File: src/rtl/bk_add_arbiter.sv
// bk_add_arbiter: round-robin share of one external W-bit adder among NREQ requesters,
// with a two-stage operand/result pipeline and carry chaining for multi-word adds.
module bk_add_arbiter #(
   parameter int N = 5,
   parameter int NREQ = 4,
   localparam int W = 2 ** N,
   localparam int IW = $clog2(NREQ)
) (
   input  logic               clk,
   input  logic               rst,
   input  logic [NREQ-1:0]    req_valid,
   output logic [NREQ-1:0]    req_ready,
   input  logic [NREQ-1:0]    req_last,
   input  logic [NREQ-1:0]    req_cin,
   input  logic [NREQ*W-1:0]  req_a,
   input  logic [NREQ*W-1:0]  req_b,
   output logic               rsp_valid,
   input  logic               rsp_ready,
   output logic [IW-1:0]      rsp_id,
   output logic [W-1:0]       rsp_sum,
   output logic               rsp_cout,
   output logic               rsp_last,
   output logic [W-1:0]       add_a,
   output logic [W-1:0]       add_b,
   output logic               add_cin,
   input  logic [W-1:0]       add_sum,
   input  logic               add_cout,
   output logic               busy
);
   logic          s1_v, s1_cin, s1_last, s2_v, s2_cout, s2_last;
   logic [W-1:0]  s1_a, s1_b, s2_sum;
   logic [IW-1:0] s1_id, s2_id, lock_id, rr_ptr;
   logic          lock, carry_reg;
   logic          s2_adv, s1_adv, gnt_ok, win_v, acc, cin_sel;
   logic [IW-1:0] win, idx;
   logic [W-1:0]  a_arr [NREQ];
   logic [W-1:0]  b_arr [NREQ];

   assign s2_adv = !s2_v | rsp_ready;
   assign s1_adv = s1_v & s2_adv;
   assign gnt_ok = !s1_v | s1_adv;

   // descending scan so the valid index closest above rr_ptr is the last one written
   always_comb begin
      win = lock ? lock_id : rr_ptr;
      win_v = lock & req_valid[lock_id];
      idx = '0;
      for (int k = NREQ - 1; k >= 0; k--) begin
         idx = rr_ptr + IW'(k);
         if (!lock && req_valid[idx]) begin
            win = idx;
            win_v = 1'b1;
         end
      end
   end

   always_comb begin
      for (int i = 0; i < NREQ; i++) begin
         a_arr[i] = req_a[i*W +: W];
         b_arr[i] = req_b[i*W +: W];
      end
   end

   assign req_ready = (gnt_ok & win_v & !rst) ? NREQ'(1) << win : '0;
   assign acc = |req_ready;
   // a chained beat meeting its predecessor in s1 takes that beat's live carry-out
   assign cin_sel = !lock ? req_cin[win] :
                    (s1_v & s1_id == lock_id & !s1_last) ? add_cout : carry_reg;

   always_ff @(posedge clk) begin
      if (rst) begin
         s1_v <= 1'b0;
         s1_a <= '0;
         s1_b <= '0;
         s1_cin <= 1'b0;
         s1_id <= '0;
         s1_last <= 1'b0;
         s2_v <= 1'b0;
         s2_sum <= '0;
         s2_cout <= 1'b0;
         s2_id <= '0;
         s2_last <= 1'b0;
         lock <= 1'b0;
         lock_id <= '0;
         carry_reg <= 1'b0;
         rr_ptr <= '0;
      end else begin
         if (s2_adv) s2_v <= s1_v;
         if (s1_adv) begin
            s2_sum <= add_sum;
            s2_cout <= add_cout;
            s2_id <= s1_id;
            s2_last <= s1_last;
         end
         if (s1_adv && !s1_last) carry_reg <= add_cout;
         if (acc) begin
            s1_v <= 1'b1;
            s1_a <= a_arr[win];
            s1_b <= b_arr[win];
            s1_cin <= cin_sel;
            s1_id <= win;
            s1_last <= req_last[win];
            lock <= !req_last[win];
            lock_id <= win;
            if (req_last[win]) rr_ptr <= win + IW'(1);
         end else if (s1_adv) begin
            s1_v <= 1'b0;
         end
      end
   end

   assign add_a = s1_a;
   assign add_b = s1_b;
   assign add_cin = s1_cin;
   assign rsp_valid = s2_v;
   assign rsp_id = s2_id;
   assign rsp_sum = s2_sum;
   assign rsp_cout = s2_cout;
   assign rsp_last = s2_last;
   assign busy = s1_v | s2_v | lock;
endmodule

File: config.mk
export PLATFORM = sky130hd
export DESIGN_NAME = bk_add_arbiter
export DESIGN_NICKNAME = d
export VERILOG_FILES = /design/src/rtl/bk_add_arbiter.sv
export SDC_FILE = /design/constraint.sdc
export NUM_CORES = 1
export LEC_CHECK = 0
export ABC_CLOCK_PERIOD_IN_PS = 3650
export CAP_MARGIN = 20
export CORE_AREA = 2 2 159 161
export CTS_BUF_LIST = sky130_fd_sc_hd__clkbuf_4
export CTS_CLUSTER_DIAMETER = 80
export DETAILED_ROUTE_END_ITERATION = 10
export DIE_AREA = 0 0 161 163
export GPL_TIMING_DRIVEN = 0
export PLACE_DENSITY = 0.56
export SLEW_MARGIN = 20
export SYNTH_ARGS = -nofsm -noshare
export SYNTH_HDL_FRONTEND = slang
export SYNTH_SLANG_ARGS = --single-unit
export TNS_END_PERCENT = 20
File: constraint.sdc
create_clock -name clk -period 3.65 [get_ports clk]
set_input_delay 0.9125 -clock clk [delete_from_list [all_inputs] [get_ports clk]]
set_output_delay 0.9125 -clock clk [all_outputs]
set_load 0.005 [all_outputs]
### After elaboration in Yosys (flattened, before gate mapping)

Cells that the tools add are included.

* register bits after elaboration: 110
* bits of input ports: 304
* output and inout bits: 107
* logic and storage cells: 84

* add/sub/neg operators: 4
* magnitude comparators: 7
* shift-type cells: 1
* mux-type cells: 34
* bitwise operators: 10
* reductions and logical operators: 14

Operators with widths (count)
* 32-bit binary-select mux with 2-bit select: 2
* 32-bit two-way mux: 4
* 2-bit by 3-bit less-than comparator with 1-bit output (second input constant): 6
* 1-bit two-way mux: 15
* 1-bit binary-select mux with 2-bit select: 7
* 2-bit two-way mux: 5
* 1-bit logical NOT: 6
* 1-bit bitwise AND: 5
* 1-bit logical AND: 5
* 2-bit by 1-bit adder with 2-bit output (second input constant): 2
* 2-bit adder (second input constant): 2
* 4-bit two-way mux: 1
* 1-bit OR: 4
* 4-bit OR reduction: 1
* 1-bit by 2-bit << shifter with 4-bit output (first input constant): 1
* 3-bit >= comparator (second input constant): 1
* 2-bit NOT with 3-bit output: 1
* 2-bit AND reduction: 1
* 2-bit nonzero test: 1

### Longest topological paths before layout

* word-level depth: 13
* depth in mapped cells: 10
* mapped depth without buffers: 6

### Least setup slack after synthesis

No wires, ideal clock.

* path type: input-to-output
* start point: in req_valid[1]
* end point: out req_ready[0]
* arrival: 2.248 ns
* data required time: 2.738 ns
* slack: 0.490 ns
* cell stages on the path: 7
* path buffers: 2
* cell sequence: or4_1 -> mux2i_2 -> nor3_4 -> nand2_2 -> buf_4 -> buf_4 -> nor2_1

* longest elaborated chain between the ends: 10
* elaborated cells on any way between the ends: 27
* those cells by class: shift: 1; mux: 19; bitwise: 3; reduce/logical: 4

Ends and longest elaborated chain
* from (decl): RTL line 11 `input logic [NREQ-1:0] req_valid,`
* 1-bit binary-select mux with 2-bit select, on equally long branches: RTL line 46, 50
* 1-bit two-way mux, on equally long branches: RTL line 46, 50
* 1-bit bitwise AND or 1-bit logical AND (tied branches): RTL line 46, 50
* 1-bit two-way mux (4 in series): RTL line 50 `if (!lock && req_valid[idx]) begin`
* 1-bit bitwise AND (2 in series): RTL line 64 `assign req_ready = (gnt_ok & win_v & !rst) ? NREQ'(1) << win : '0;`
* 4-bit two-way mux *: RTL line 64
* to (decl): RTL line 12 `output logic [NREQ-1:0] req_ready,`

Mark *: on every way between the ends. The rest lies on a longest branch, timed or not. The select of a mux whose other input is x is not followed.

### Worst setup path after layout

* start point: in req_valid[2]
* end point: out req_ready[1]

The elaborated chain is that of the path after synthesis.

==> out/results.ini <==
[worst_setup_path]
cp.arrival_ns = 2.67
crit_fanout = 6
worstSetupPathType = in2out
cp.required_ns = 2.74
cp-start-kind = input pin
endpoint_kind = output port

[routing]
drtPass1Iterations = 6
drt_iter0_drc = 418
antenna_left = 0
drc = 0
num_vias = 7232
routed_wl_um = 28400
avgRoutedWirePerCell_um = 18.0
viasPerCell = 4.58

[global_routing]
grt_pass1_vias = 7048
grt_max_degree = 22
grt_util_all_layers = 0.205
met3_usage = 0.0639
top_usage_layer = met2
overflow = 0
use_met2 = 0.353
gr-usage-met1 = 0.247
antenna_found_initial = 3
grt_pass1_wl_um = 40900

[floorplanning]
design.core.area_um2 = 24700
die_area_um2 = 26200
io_pins = 411
start_util = 0.231
dieHeight_um = 163
rows = 58
die_w_um = 161

[synthesis]
synthDistinctLibCells = 40
synth_cells = 812
syn_area_per_cell_um2 = 7.01
synth_edf_count = 0
synth_top_area_frac = 0.387
ys.flop_type = dfxtp_1
ys_seq_area_frac = 0.387
syn_nets = 1116
synth_area_leaders = dfxtp_1 39%, nand2_1 22%, a21oi_1 15%, a211o_1 9.8%, clkbuf_1 2.2%
yosysTopAreaCell = dfxtp_1
ys_warn_count = 0
async_reset_ff_frac = 0
syn-cell-area_um2 = 5690
synth_seq_cells = 110

[run_status]
status = finished clean

[sta]
relSlewSlack = 0.557
timing.setup.tns_ns = 0
worst_slew_pin_slew_ns = 0.664
drv_slew = 0
hold_ws_ns = 0.465
timing.final.crit_share = 0.982
setup_viol = 0
finalCriticalPeriod_ns = 3.58
hold_violations = 0
max_freq_ghz = 0.279
fin_skew_ns = 0.0402

[clock_network]
insertion_delay_ns = 0.51
path_clk_slew_ns = 0.16
postCtsHoldBufs = 0
cts_inserted_buffers = 9
clk_path_buf_depth = 2
clockRootBuffer = clkbuf_4
cts_max_level = 3
cts_tree = built
cts.sinks = 110

[layout]
nets = 1544
drive_gt1_frac = 0.0602
final_area_um2 = 10500
area_delta_synth_final_pct = 85.3

[placed_design]
dpl.hpwl_um = 21900
placed_area_um2 = 10200
portBuffers = 410
gp_congestion = 0.863

[power]
p_leak_nw = 4.48
irDropWorstVdd_mv = 0.260
fin_total_pwr_mw = 5.95
p_per_area_nw_per_um2 = 565

[worst_hold_path]
min_path_type = reg2reg

[run]
drv_cap = 0

final timing paths:
check                      startpoint                  endpoint  slack, ns  cells after the start
max                      req_valid[2]              req_ready[1]       0.07                      8
min          rsp_sum[28]$_SDFFE_PP0P_  rsp_sum[28]$_SDFFE_PP0P_       0.47                      2
max reg2reg    rr_ptr[0]$_SDFFE_PP0P_    add_a[13]$_SDFFE_PP0P_       0.78                     11
min reg2reg  rsp_sum[28]$_SDFFE_PP0P_  rsp_sum[28]$_SDFFE_PP0P_       0.47                      2
through the flow:
step,worst slack (ns),cells,utilization
after CTS,-0.0138,1574,0.426
after floorplan,0.490,812,-
after global routing,-0.00201,1578,0.427
final,0.0658,1578,0.427
after detailed placement,-1.02,1552,0.414
after global placement,-1.01,1552,0.414
cells by family (layout without fill, tap and decap cells):
kind of cell	Yosys count	after routing	synth area share
AND/OR/NAND/NOR	372	372	0.259
AO/OA/AOI/OAI	253	253	0.279
flip-flops	110	110	0.387
buffers and inverters	66	499	0.0532
multiplexers	11	11	0.0229
other	0	3	0
worst max-delay path, cell delays in order:
cell	delay [ns]
buf_2	0.15
mux2i_1	0.21
o22ai_2	0.14
o32ai_4	0.37
nand2_2	0.14
buf_12	0.16
nor2_1	0.09
clkdlybuf4s50_1	0.50
what timing repair did:
action | 4_1_cts | 5_1_grt
pin swaps | 7 | 3
endpoints found under the setup margin | 4 | 2
hold endpoints to repair | 0 | 0
setup buffers | 9 | 1
gates resized for setup | 43 | 11
metal layers:
| metal | vias to the layer above | part of all wire |
|---|---|---|
| li1 | 3619 | - |
| met1 | 3290 | 0.42 |
| met2 | 292 | 0.48 |
| met4 | 0 | 0.019 |
| met5 | - | 0 |
| met3 | 31 | 0.079 |
where the power goes:
group,internal (mW),total (mW),switching [mW]
logic,1.72,3.36,1.64
clock network,0.233,0.744,0.511
registers,1.62,1.85,0.231
total,3.57,5.95,2.38
final cells by class:
type / instances / area [µm²]
antenna: 3 / 7.51
multi-input combinational: 636 / 3250
sequential: 110 / 2200
timing repair buffer: 420 / 4170
inverter: 2 / 7.51
tap: 330 / 413
clock buffer: 9 / 67.6
clock inverter: 7 / 103
fill: 2577 / 14100
buffer: 61 / 327
placed cells by master (no fill, tap or decap), types with 6 or more instances in the layout:
cell               n
mux2i_1            6
nand2_1          336
nor2_1            11
clkbuf_4           9
buf_4             13
buf_2             16
a21oi_1          170
clkbuf_1          33
clkdlybuf4s50_1  403
a211o_1           64
dfxtp_1          108
cells in the mapped netlist, types with 2 or more instances:
library cell and n:
nand2_1 336, buf_1 5, and2_1 2, buf_4 7
buf_2 17, nor2_1 12, a21oi_1 173, nor2b_1 4
mux2i_1 6, or3_1 4, nand3_1 2, nand2b_1 5
a211o_1 64, o21ai_0 4, inv_1 2, clkbuf_1 34
mux2_2 3, dfxtp_1 110
(Power assumes the default switching activity.)
